### config.mk
export PLATFORM = sky130hd
export DESIGN_NAME = player_anim_ctrl_flat
export DESIGN_NICKNAME = d
export VERILOG_FILES = /design/src/rtl/player_anim_ctrl_pkg.sv /design/src/rtl/player_anim_ctrl_if.sv /design/src/rtl/player_anim_ctrl_addr_gen.sv /design/src/rtl/player_anim_ctrl.sv /design/src/flat_wrapper.sv
export SDC_FILE = /design/constraint.sdc
export NUM_CORES = 1
export LEC_CHECK = 0
export CAP_MARGIN = 40
export CORE_UTILIZATION = 40
export DETAILED_ROUTE_END_ITERATION = 12
export PLACE_DENSITY_LB_ADDON = 0.25
export REMOVE_ABC_BUFFERS = 1
export SLEW_MARGIN = 20
export SYNTH_ARGS = -nofsm -noshare
export SYNTH_HDL_FRONTEND = slang
export SYNTH_SLANG_ARGS = --single-unit
export TNS_END_PERCENT = 10
### constraint.sdc
create_clock -name clk -period 6.9 [get_ports clk]
set_input_delay 1.725 -clock clk [delete_from_list [all_inputs] [get_ports clk]]
set_output_delay 1.725 -clock clk [all_outputs]
set_load 0.01 [all_outputs]
### src/rtl/player_anim_ctrl_pkg.sv
// players_pkg: shared animation states, sprite geometry and ROM frame-base helper.
package players_pkg;
    typedef enum logic [1:0] {IDLE = 2'd0, THROW = 2'd1, HIT = 2'd2} anim_state_e;
    localparam int IMG_W = 140;
    localparam int IMG_H = 151;
    localparam int FRAME_WORDS = IMG_W * IMG_H;
    localparam int ROM_AW = 16;
    // Frames are stacked in ROM in enum order, so the base is a simple multiple.
    function automatic logic [ROM_AW-1:0] base(anim_state_e s);
        return ROM_AW'(FRAME_WORDS * int'(s));
    endfunction
endpackage

### src/rtl/player_anim_ctrl_if.sv
// player_anim_ctrl_if: game-logic/raster side and ROM-address side of one player's sprite.
// PLAYER_MIRROR_EN adds facing_left.
interface player_anim_ctrl_if;
    import players_pkg::*;
    logic frame_tick;
    logic throw_req;
    logic hit_req;
    logic [10:0] hcount;
    logic [10:0] vcount;
    logic [10:0] xpos;
    logic [10:0] ypos;
`ifdef PLAYER_MIRROR_EN
    logic facing_left;
`endif
    logic [ROM_AW-1:0] rom_addr;
    logic pix_valid;
    anim_state_e anim_state;
    logic busy;
    modport master (
`ifdef PLAYER_MIRROR_EN
        output facing_left,
`endif
        output frame_tick, throw_req, hit_req, hcount, vcount, xpos, ypos,
        input rom_addr, pix_valid, anim_state, busy
    );
    modport slave (
`ifdef PLAYER_MIRROR_EN
        input facing_left,
`endif
        input frame_tick, throw_req, hit_req, hcount, vcount, xpos, ypos,
        output rom_addr, pix_valid, anim_state, busy
    );
endinterface

### src/rtl/player_anim_ctrl_addr_gen.sv
// sprite_addr_gen: two-stage raster-to-ROM address pipeline with optional horizontal flip.
module sprite_addr_gen
    import players_pkg::*;
(
    input  logic              clk,
    input  logic              rst,
    input  logic [10:0]       hcount,
    input  logic [10:0]       vcount,
    input  logic [10:0]       xpos_l,
    input  logic [10:0]       ypos_l,
    input  anim_state_e       state,
    input  logic              mirror,
    output logic [ROM_AW-1:0] rom_addr,
    output logic              pix_valid
);
    logic signed [11:0] dx_d, dx_q, dy_d, dy_q;
    logic inb_d, inb_q, pv_q;
    logic [ROM_AW-1:0] col, addr_d, addr_q;

    always_comb begin
        dx_d = $signed({1'b0, hcount}) - $signed({1'b0, xpos_l});
        dy_d = $signed({1'b0, vcount}) - $signed({1'b0, ypos_l});
        inb_d = !dx_d[11] && !dy_d[11] && dx_d < 12'(IMG_W) && dy_d < 12'(IMG_H);
        col = mirror ? ROM_AW'(IMG_W - 1) - ROM_AW'(dx_q) : ROM_AW'(dx_q);
        addr_d = inb_q ? base(state) + ROM_AW'(dy_q) * ROM_AW'(IMG_W) + col : '0;
    end

    always_ff @(posedge clk) begin
        if (rst) begin
            dx_q <= '0;
            dy_q <= '0;
            inb_q <= 1'b0;
            addr_q <= '0;
            pv_q <= 1'b0;
        end else begin
            dx_q <= dx_d;
            dy_q <= dy_d;
            inb_q <= inb_d;
            addr_q <= addr_d;
            pv_q <= inb_q;
        end
    end

    assign rom_addr = addr_q;
    assign pix_valid = pv_q;
endmodule

### src/rtl/player_anim_ctrl.sv
// player_anim_ctrl: per-player animation FSM advancing on frame ticks, feeding the sprite address pipeline.
// PLAYER_MIRROR_EN enables the facing_left horizontal flip.
module player_anim_ctrl
    import players_pkg::*;
#(
    parameter int THROW_FRAMES = 12,
    parameter int HIT_FRAMES = 20
) (
    input logic clk,
    input logic rst,
    player_anim_ctrl_if.slave bus
);
    anim_state_e state_d, state_q;
    logic [7:0] cnt_d, cnt_q;
    logic pend_hit_d, pend_hit_q, pend_throw_d, pend_throw_q;
    logic [10:0] xpos_l_d, xpos_l_q, ypos_l_d, ypos_l_q;
    logic mirror_d, mirror_q;

    always_comb begin
        // A request landing on the tick cycle is kept for the following tick.
        pend_hit_d = bus.frame_tick ? bus.hit_req : pend_hit_q | bus.hit_req;
        pend_throw_d = bus.frame_tick ? bus.throw_req : pend_throw_q | bus.throw_req;
        xpos_l_d = bus.frame_tick ? bus.xpos : xpos_l_q;
        ypos_l_d = bus.frame_tick ? bus.ypos : ypos_l_q;
`ifdef PLAYER_MIRROR_EN
        mirror_d = bus.frame_tick ? bus.facing_left : mirror_q;
`else
        mirror_d = 1'b0;
`endif
        state_d = state_q;
        cnt_d = cnt_q;
        if (bus.frame_tick) begin
            if (pend_hit_q && state_q != HIT) begin
                state_d = HIT;
                cnt_d = 8'(HIT_FRAMES - 1);
            end else if (state_q == IDLE) begin
                if (pend_throw_q) begin
                    state_d = THROW;
                    cnt_d = 8'(THROW_FRAMES - 1);
                end
            end else if (cnt_q == 8'd0) begin
                state_d = IDLE;
            end else begin
                cnt_d = cnt_q - 8'd1;
            end
        end
    end

    always_ff @(posedge clk) begin
        if (rst) begin
            state_q <= IDLE;
            cnt_q <= '0;
            pend_hit_q <= 1'b0;
            pend_throw_q <= 1'b0;
            xpos_l_q <= '0;
            ypos_l_q <= '0;
            mirror_q <= 1'b0;
        end else begin
            state_q <= state_d;
            cnt_q <= cnt_d;
            pend_hit_q <= pend_hit_d;
            pend_throw_q <= pend_throw_d;
            xpos_l_q <= xpos_l_d;
            ypos_l_q <= ypos_l_d;
            mirror_q <= mirror_d;
        end
    end

    assign bus.anim_state = state_q;
    assign bus.busy = state_q != IDLE;

    sprite_addr_gen u_addr_gen (
        .clk       (clk),
        .rst       (rst),
        .hcount    (bus.hcount),
        .vcount    (bus.vcount),
        .xpos_l    (xpos_l_q),
        .ypos_l    (ypos_l_q),
        .state     (state_q),
        .mirror    (mirror_q),
        .rom_addr  (bus.rom_addr),
        .pix_valid (bus.pix_valid)
    );
endmodule

### src/flat_wrapper.sv
// flat-port wrapper written by rule: the top's interface ports become plain ports
module player_anim_ctrl_flat import players_pkg::*;
#(
    parameter int THROW_FRAMES = 12,
    parameter int HIT_FRAMES = 20
)
  (clk, rst, bus_frame_tick, bus_throw_req, bus_hit_req, bus_hcount, bus_vcount, bus_xpos, bus_ypos, bus_rom_addr, bus_pix_valid, bus_anim_state, bus_busy);
  player_anim_ctrl_if bus_i ();
  input logic clk;
  input logic rst;
  input wire logic [$bits(bus_i.frame_tick)-1:0] bus_frame_tick;
  input wire logic [$bits(bus_i.throw_req)-1:0] bus_throw_req;
  input wire logic [$bits(bus_i.hit_req)-1:0] bus_hit_req;
  input wire logic [$bits(bus_i.hcount)-1:0] bus_hcount;
  input wire logic [$bits(bus_i.vcount)-1:0] bus_vcount;
  input wire logic [$bits(bus_i.xpos)-1:0] bus_xpos;
  input wire logic [$bits(bus_i.ypos)-1:0] bus_ypos;
  output wire logic [$bits(bus_i.rom_addr)-1:0] bus_rom_addr;
  output wire logic [$bits(bus_i.pix_valid)-1:0] bus_pix_valid;
  output wire logic [$bits(bus_i.anim_state)-1:0] bus_anim_state;
  output wire logic [$bits(bus_i.busy)-1:0] bus_busy;
  assign bus_i.frame_tick = bus_frame_tick;
  assign bus_i.throw_req = bus_throw_req;
  assign bus_i.hit_req = bus_hit_req;
  assign bus_i.hcount = bus_hcount;
  assign bus_i.vcount = bus_vcount;
  assign bus_i.xpos = bus_xpos;
  assign bus_i.ypos = bus_ypos;
  assign bus_rom_addr = bus_i.rom_addr;
  assign bus_pix_valid = bus_i.pix_valid;
  assign bus_anim_state = bus_i.anim_state;
  assign bus_busy = bus_i.busy;
  player_anim_ctrl #(.THROW_FRAMES(THROW_FRAMES), .HIT_FRAMES(HIT_FRAMES)) u_core (.clk(clk), .rst(rst), .bus(bus_i));
endmodule
# Yosys cells after proc, flatten, opt, wreduce, memory -nomap -nowiden
# Index checks and enable logic that the tools add are counted.
# totals
regBits,76
inputBits,49
out_inout_bits,20
wordCells,49
# classes
add_sub_neg,5
mul,2
n_lt_le_gt_ge,2
n_eq_ne,3
n_mux,10
bitwise,3
n_reduce_logical,13
# op_table
op,n
adder 16 bit,2
2-to-1 mux 8 bit,4
less-than comparator 12 x 9 -> 1 bit (second input constant),2
subtractor 11 x 11 -> 12 bit,2
multiplier 16 x 6 -> 14 bit (second input constant),1
multiplier 13 x 2 -> 14 bit (first input constant),1
zero test 8 bit,1
2-to-1 mux 2 bit,4
subtractor 8 x 1 -> 8 bit (second input constant),1
inequality test 3 x 1 -> 1 bit (second input constant),2
AND reduction 3 bit,2
logical AND 1 bit,4
nonzero test 3 bit,1
zero test 1 bit,2
zero test 2 bit,1
2-to-1 mux 1 bit,2
inequality test 2 bit (second input constant),1
OR 1 bit,2
nonzero test 2 bit,1
OR reduction 2 bit,1
NOT 1 bit,1

# Longest topological paths before layout
# depth
word_depth,5
depth_mapped,19
depth_no_buf,19

# Cells and area by module
# A second synthesis with hierarchy kept.
# hier_totals
cells_unflattened,620
hier_area_um2,5505.3
# modules_own_cells
mod,instances,cells_per_inst,area_per_inst_um2,seq_area_each_um2
sprite_addr_gen,1,470,4086.4,840.8
player_anim_ctrl,1,150,1418.9,680.7

# Worst setup path before layout
# OpenSTA, ideal clock, no wires.
# synth_path
path_kind,flip-flop to flip-flop
start,reg u_core.u_addr_gen.dy_q[5]
end,"reg u_core.u_addr_gen.addr_q[15], in the netlist u_core.u_addr_gen.rom_addr[15]"
setup_ps,128
t_arrival_ps,4049
required_time_ps,6772
path_slack_ps,2724
stages_incl_launch_ff,17
n_path_buf,0
path_cell_list,dfxtp_1 ha_1 ha_1 fa_1 ha_1 inv_1 o21bai_1 a2111o_1 a31o_1 a21oi_2 xor2_1 fa_1 inv_1 ha_1 o41a_1 xnor3_1 nor2_1
# synth_via
elab_chain_len,3
# synth_rtl
item,line,source
"start, declared",player_anim_ctrl_addr_gen.sv:16,"logic signed [11:0] dx_d, dx_q, dy_d, dy_q;"
"start signal, assigned",player_anim_ctrl_addr_gen.sv:37,dy_q <= dy_d;
multiplier 16 x 6 -> 14 bit,player_anim_ctrl_addr_gen.sv:25,addr_d = inb_q ? base(state) + ROM_AW'(dy_q) * ROM_AW'(IMG_W) + col : '0;
adder 16 bit (2 in a row),player_anim_ctrl_addr_gen.sv:25,
"end signal, assigned",player_anim_ctrl_addr_gen.sv:39,addr_q <= addr_d;
"end, declared",player_anim_ctrl_addr_gen.sv:18,"logic [ROM_AW-1:0] col, addr_d, addr_q;"
# No other way between the ends.
# A chain may end at the register's enable or synchronous reset.

# Worst setup path in the final report
# Same ends and word-level chain as after synthesis.

==> results.json <==
{
  "finalPower_w": 0.00188,
  "crit_path_start_kind": "flop",
  "area_growth_pct": 23.1,
  "slew_headroom_pct": 49.9,
  "drc": 0,
  "num_rows": 41,
  "ioPinCount": 69,
  "end_kind": "flop",
  "netlist_instances": 584,
  "cts_tree": "yes",
  "synthArstFlopShare_pct": 0,
  "clk_pin_slew_ps": 60,
  "synth_area_leaders": "dfxtp_1 (29%), ha_1 (17%), fa_1 (8.4%), nor2_1 (6.0%), inv_1 (5.9%)",
  "critical_path.max_stage_delay_ps": 500,
  "hold_path.class": "reg -> reg",
  "fp.dieW_um": 117,
  "drive_above_1_share_pct": 4.86,
  "post_cts_resized": 0,
  "power.leakage_nw": 2.94,
  "post_cts_buffers": 0,
  "yosys_warnings": 0,
  "drv_cap": 0,
  "critPathKind": "reg -> reg",
  "vias_per_cell": 4.80,
  "clock.fmax_mhz": 226,
  "drv_slew": 0,
  "ys.flop_type": "dfxtp_1",
  "overflow": 0,
  "cp.required_ps": 7110,
  "die_h_um": 117,
  "core_um2": 12700,
  "synth.largest_area_cell": "dfxtp_1",
  "dr.pass1.iters": 4,
  "vdd_ir_drop_max_uv": 100,
  "cp_max_fo": 4,
  "synth_top_area_share_pct": 28.9,
  "p_per_area_nw_per_um2": 291,
  "cts-buffers-inserted": 9,
  "clock_sinks": 76,
  "hold_viol": 0,
  "place_congestion": 0.831,
  "crit_top_cell": "ha_1",
  "grt_max_degree": 58,
  "ys_seq_area_share_pct": 28.9,
  "setup_viol_count_final": 0,
  "fin_worst_skew_ps": 4.63,
  "io_buffer_count": 68,
  "rsz0062_at_grt": "no",
  "clock_latency_ps": 340,
  "drtAntennaViolNets": 0,
  "dieArea_um2": 13600,
  "grt_pass1_vias": 3915,
  "antenna_found_initial": 0,
  "status": "complete, no violations",
  "grt_pass1_wl_mm": 16.6,
  "cts_max_path_buffers": 2,
  "clk_root_buffer_cell": "clkbuf_16",
  "tightest_slew_ps": 743,
  "start_util_pct": 41.3,
  "postCtsHoldBufs": 0,
  "synth_area_um2": 5260,
  "nets": 796,
  "whs_ps": 425,
  "antenna_cells": 0,
  "route.vias.total": 3989,
  "fin_crit_sh_pct": 64.3,
  "finalCriticalPeriod_ps": 4430,
  "grt_usage_pct": 15.7,
  "dpl.hpwl_mm": 7.77,
  "avgSynthCellArea_um2": 9.00,
  "cts_max_level": 3,
  "cpMaxStageDelayCell": "fa_1",
  "path_delay_family": "adder cells",
  "path_buf_inv": 2,
  "ys_seq_elements": 76,
  "synth_cell_types": 64,
  "wl_per_cell_um": 11.8,
  "synth-edff-count": 0,
  "drt_iter0_drc": 93,
  "wirelength_mm": 9.84,
  "setup_tns_ps": 0,
  "fin_util_pct": 50.9,
  "cp_cell_sequence": "ha_1 -> ha_1 -> fa_1 -> ha_1 -> inv_1 -> o21bai_1 -> a2111o_1 -> a31o_1 -> a21oi_2 -> xor2_1 -> fa_1 -> inv_1 -> ha_1 -> o41a_1 -> xnor3_1 -> nor2_1",
  "crit_arrival_ps": 4640
}
[worst reg2reg max path: stages (launching register included)]
cell and delay (ps):
dfxtp_1 340, ha_1 300, ha_1 300, fa_1 500
ha_1 370, inv_1 70, o21bai_1 90, a2111o_1 440
a31o_1 230, a21oi_2 140, xor2_1 90, fa_1 480
inv_1 40, ha_1 210, o41a_1 430, xnor3_1 210
nor2_1 40
[per-layer routing]
| metal | part of all wire (%) | GRT usage [%] | wire length (µm) | vias up |
|---|---|---|---|---|
| li1 | - | - | - | 2106 |
| met1 | 47 | 17.8 | 4590 | 1810 |
| met2 | 48 | 27.6 | 4690 | 60 |
| met3 | 3.8 | 4.57 | 372 | 13 |
| met4 | 1.9 | 6.41 | 182 | 0 |
| met5 | 0 | 0 | 0 | - |
[Yosys cell counts (4+ instances only)]
| cell | count |
|---|---|
| nor2b_1 | 13 |
| xnor2_1 | 20 |
| ha_1 | 71 |
| nand2_1 | 19 |
| nand2b_1 | 6 |
| o21ai_0 | 14 |
| o22ai_1 | 4 |
| nand3_1 | 10 |
| clkbuf_1 | 9 |
| dfxtp_1 | 76 |
| nor2_1 | 84 |
| a211oi_1 | 8 |
| mux2i_1 | 22 |
| nor3_1 | 12 |
| fa_1 | 22 |
| inv_1 | 82 |
| o21a_1 | 6 |
| xor2_1 | 17 |
| a21oi_1 | 22 |
| a21o_1 | 6 |
[flip-flops by register name, indices dropped and copies added, names as in the netlist, 2 cells and up]
| register | flops |
|---|---|
| u_core.u_addr_gen.dy_q | 12 |
| u_core.ypos_l_q | 11 |
| u_core.xpos_l_q | 11 |
| u_core.u_addr_gen.dx_q | 12 |
| u_core.bus.anim_state | 2 |
| u_core.u_addr_gen.rom_addr | 16 |
| u_core.cnt_q | 8 |
[per-stage QoR]
stage	setup WS, ps	cells	cell area (µm²)
6_report	2470	831	6470
5_1_grt	2240	831	6470
4_1_cts	2470	831	6470
3_5_place_dp	2530	815	6120
3_3_place_gp	2580	815	6120
2_1_floorplan	2720	573	5220
[cell type report]
| type | instances | area (µm²) |
|---|---|---|
| clock buffer | 12 | 256 |
| clock inverter | 4 | 95.1 |
| fill | 1219 | 6250 |
| inverter | 82 | 308 |
| multi-input combinational | 415 | 3390 |
| sequential | 76 | 1520 |
| tap | 172 | 215 |
| timing repair buffer | 70 | 691 |
[cells by family (layout without fill, tap and decap cells)]
| group | after synthesis | in the layout | synth area share, % |
|---|---|---|---|
| XOR/XNOR | 38 | 38 | 6.59 |
| multiplexers | 22 | 22 | 4.19 |
| flip-flops | 76 | 76 | 28.9 |
| AND/OR/NAND/NOR | 167 | 167 | 14.9 |
| buffers and inverters | 93 | 168 | 6.69 |
| AO/OA/AOI/OAI | 95 | 95 | 13.4 |
| adder cells (fa/ha/maj) | 93 | 93 | 25.3 |
[cells in the final DEF, fill, tap and decap left out, drive strengths merged, types with 3 or more instances in the layout]
| cell type | n |
|---|---|
| a21o | 6 |
| xnor2 | 20 |
| a211oi | 9 |
| nand4 | 3 |
| and2 | 3 |
| clkdlybuf4s50 | 67 |
| nor2b | 13 |
| o21ai | 16 |
| inv | 82 |
| or3 | 3 |
| fa | 22 |
| mux2i | 22 |
| dfxtp | 76 |
| nor3 | 12 |
| o22ai | 4 |
| nor4 | 3 |
| a21oi | 25 |
| o31a | 3 |
| clkbuf | 12 |
| ha | 71 |
| xor2 | 17 |
| nor2 | 85 |
| nand2b | 6 |
| o21a | 6 |
| bufinv | 3 |
| buf | 3 |
| nand3 | 10 |
| nand2 | 20 |
[worst paths after layout]
check	from	to	slack (ps)	cells after the start
max	u_core.u_addr_gen.dy_q[5]	u_core.u_addr_gen.rom_addr[15]	2470	16
min	u_core.u_addr_gen.dx_q[0]	u_core.u_addr_gen.rom_addr[0]	430	1
max reg2reg	u_core.u_addr_gen.dy_q[5]	u_core.u_addr_gen.rom_addr[15]	2470	16
min reg2reg	u_core.u_addr_gen.dx_q[0]	u_core.u_addr_gen.rom_addr[0]	430	1
[report_power, final]
part           switching [W]  leakage, nW  total, W  internal (W)
clock               0.000180        0.173  0.000553      0.000372
combinational       0.000446         2.14  0.000832      0.000386
sequential         0.0000255        0.625  0.000497      0.000471
total               0.000652         2.94   0.00188       0.00123
Note: power is estimated with default switching activity, not from simulation.
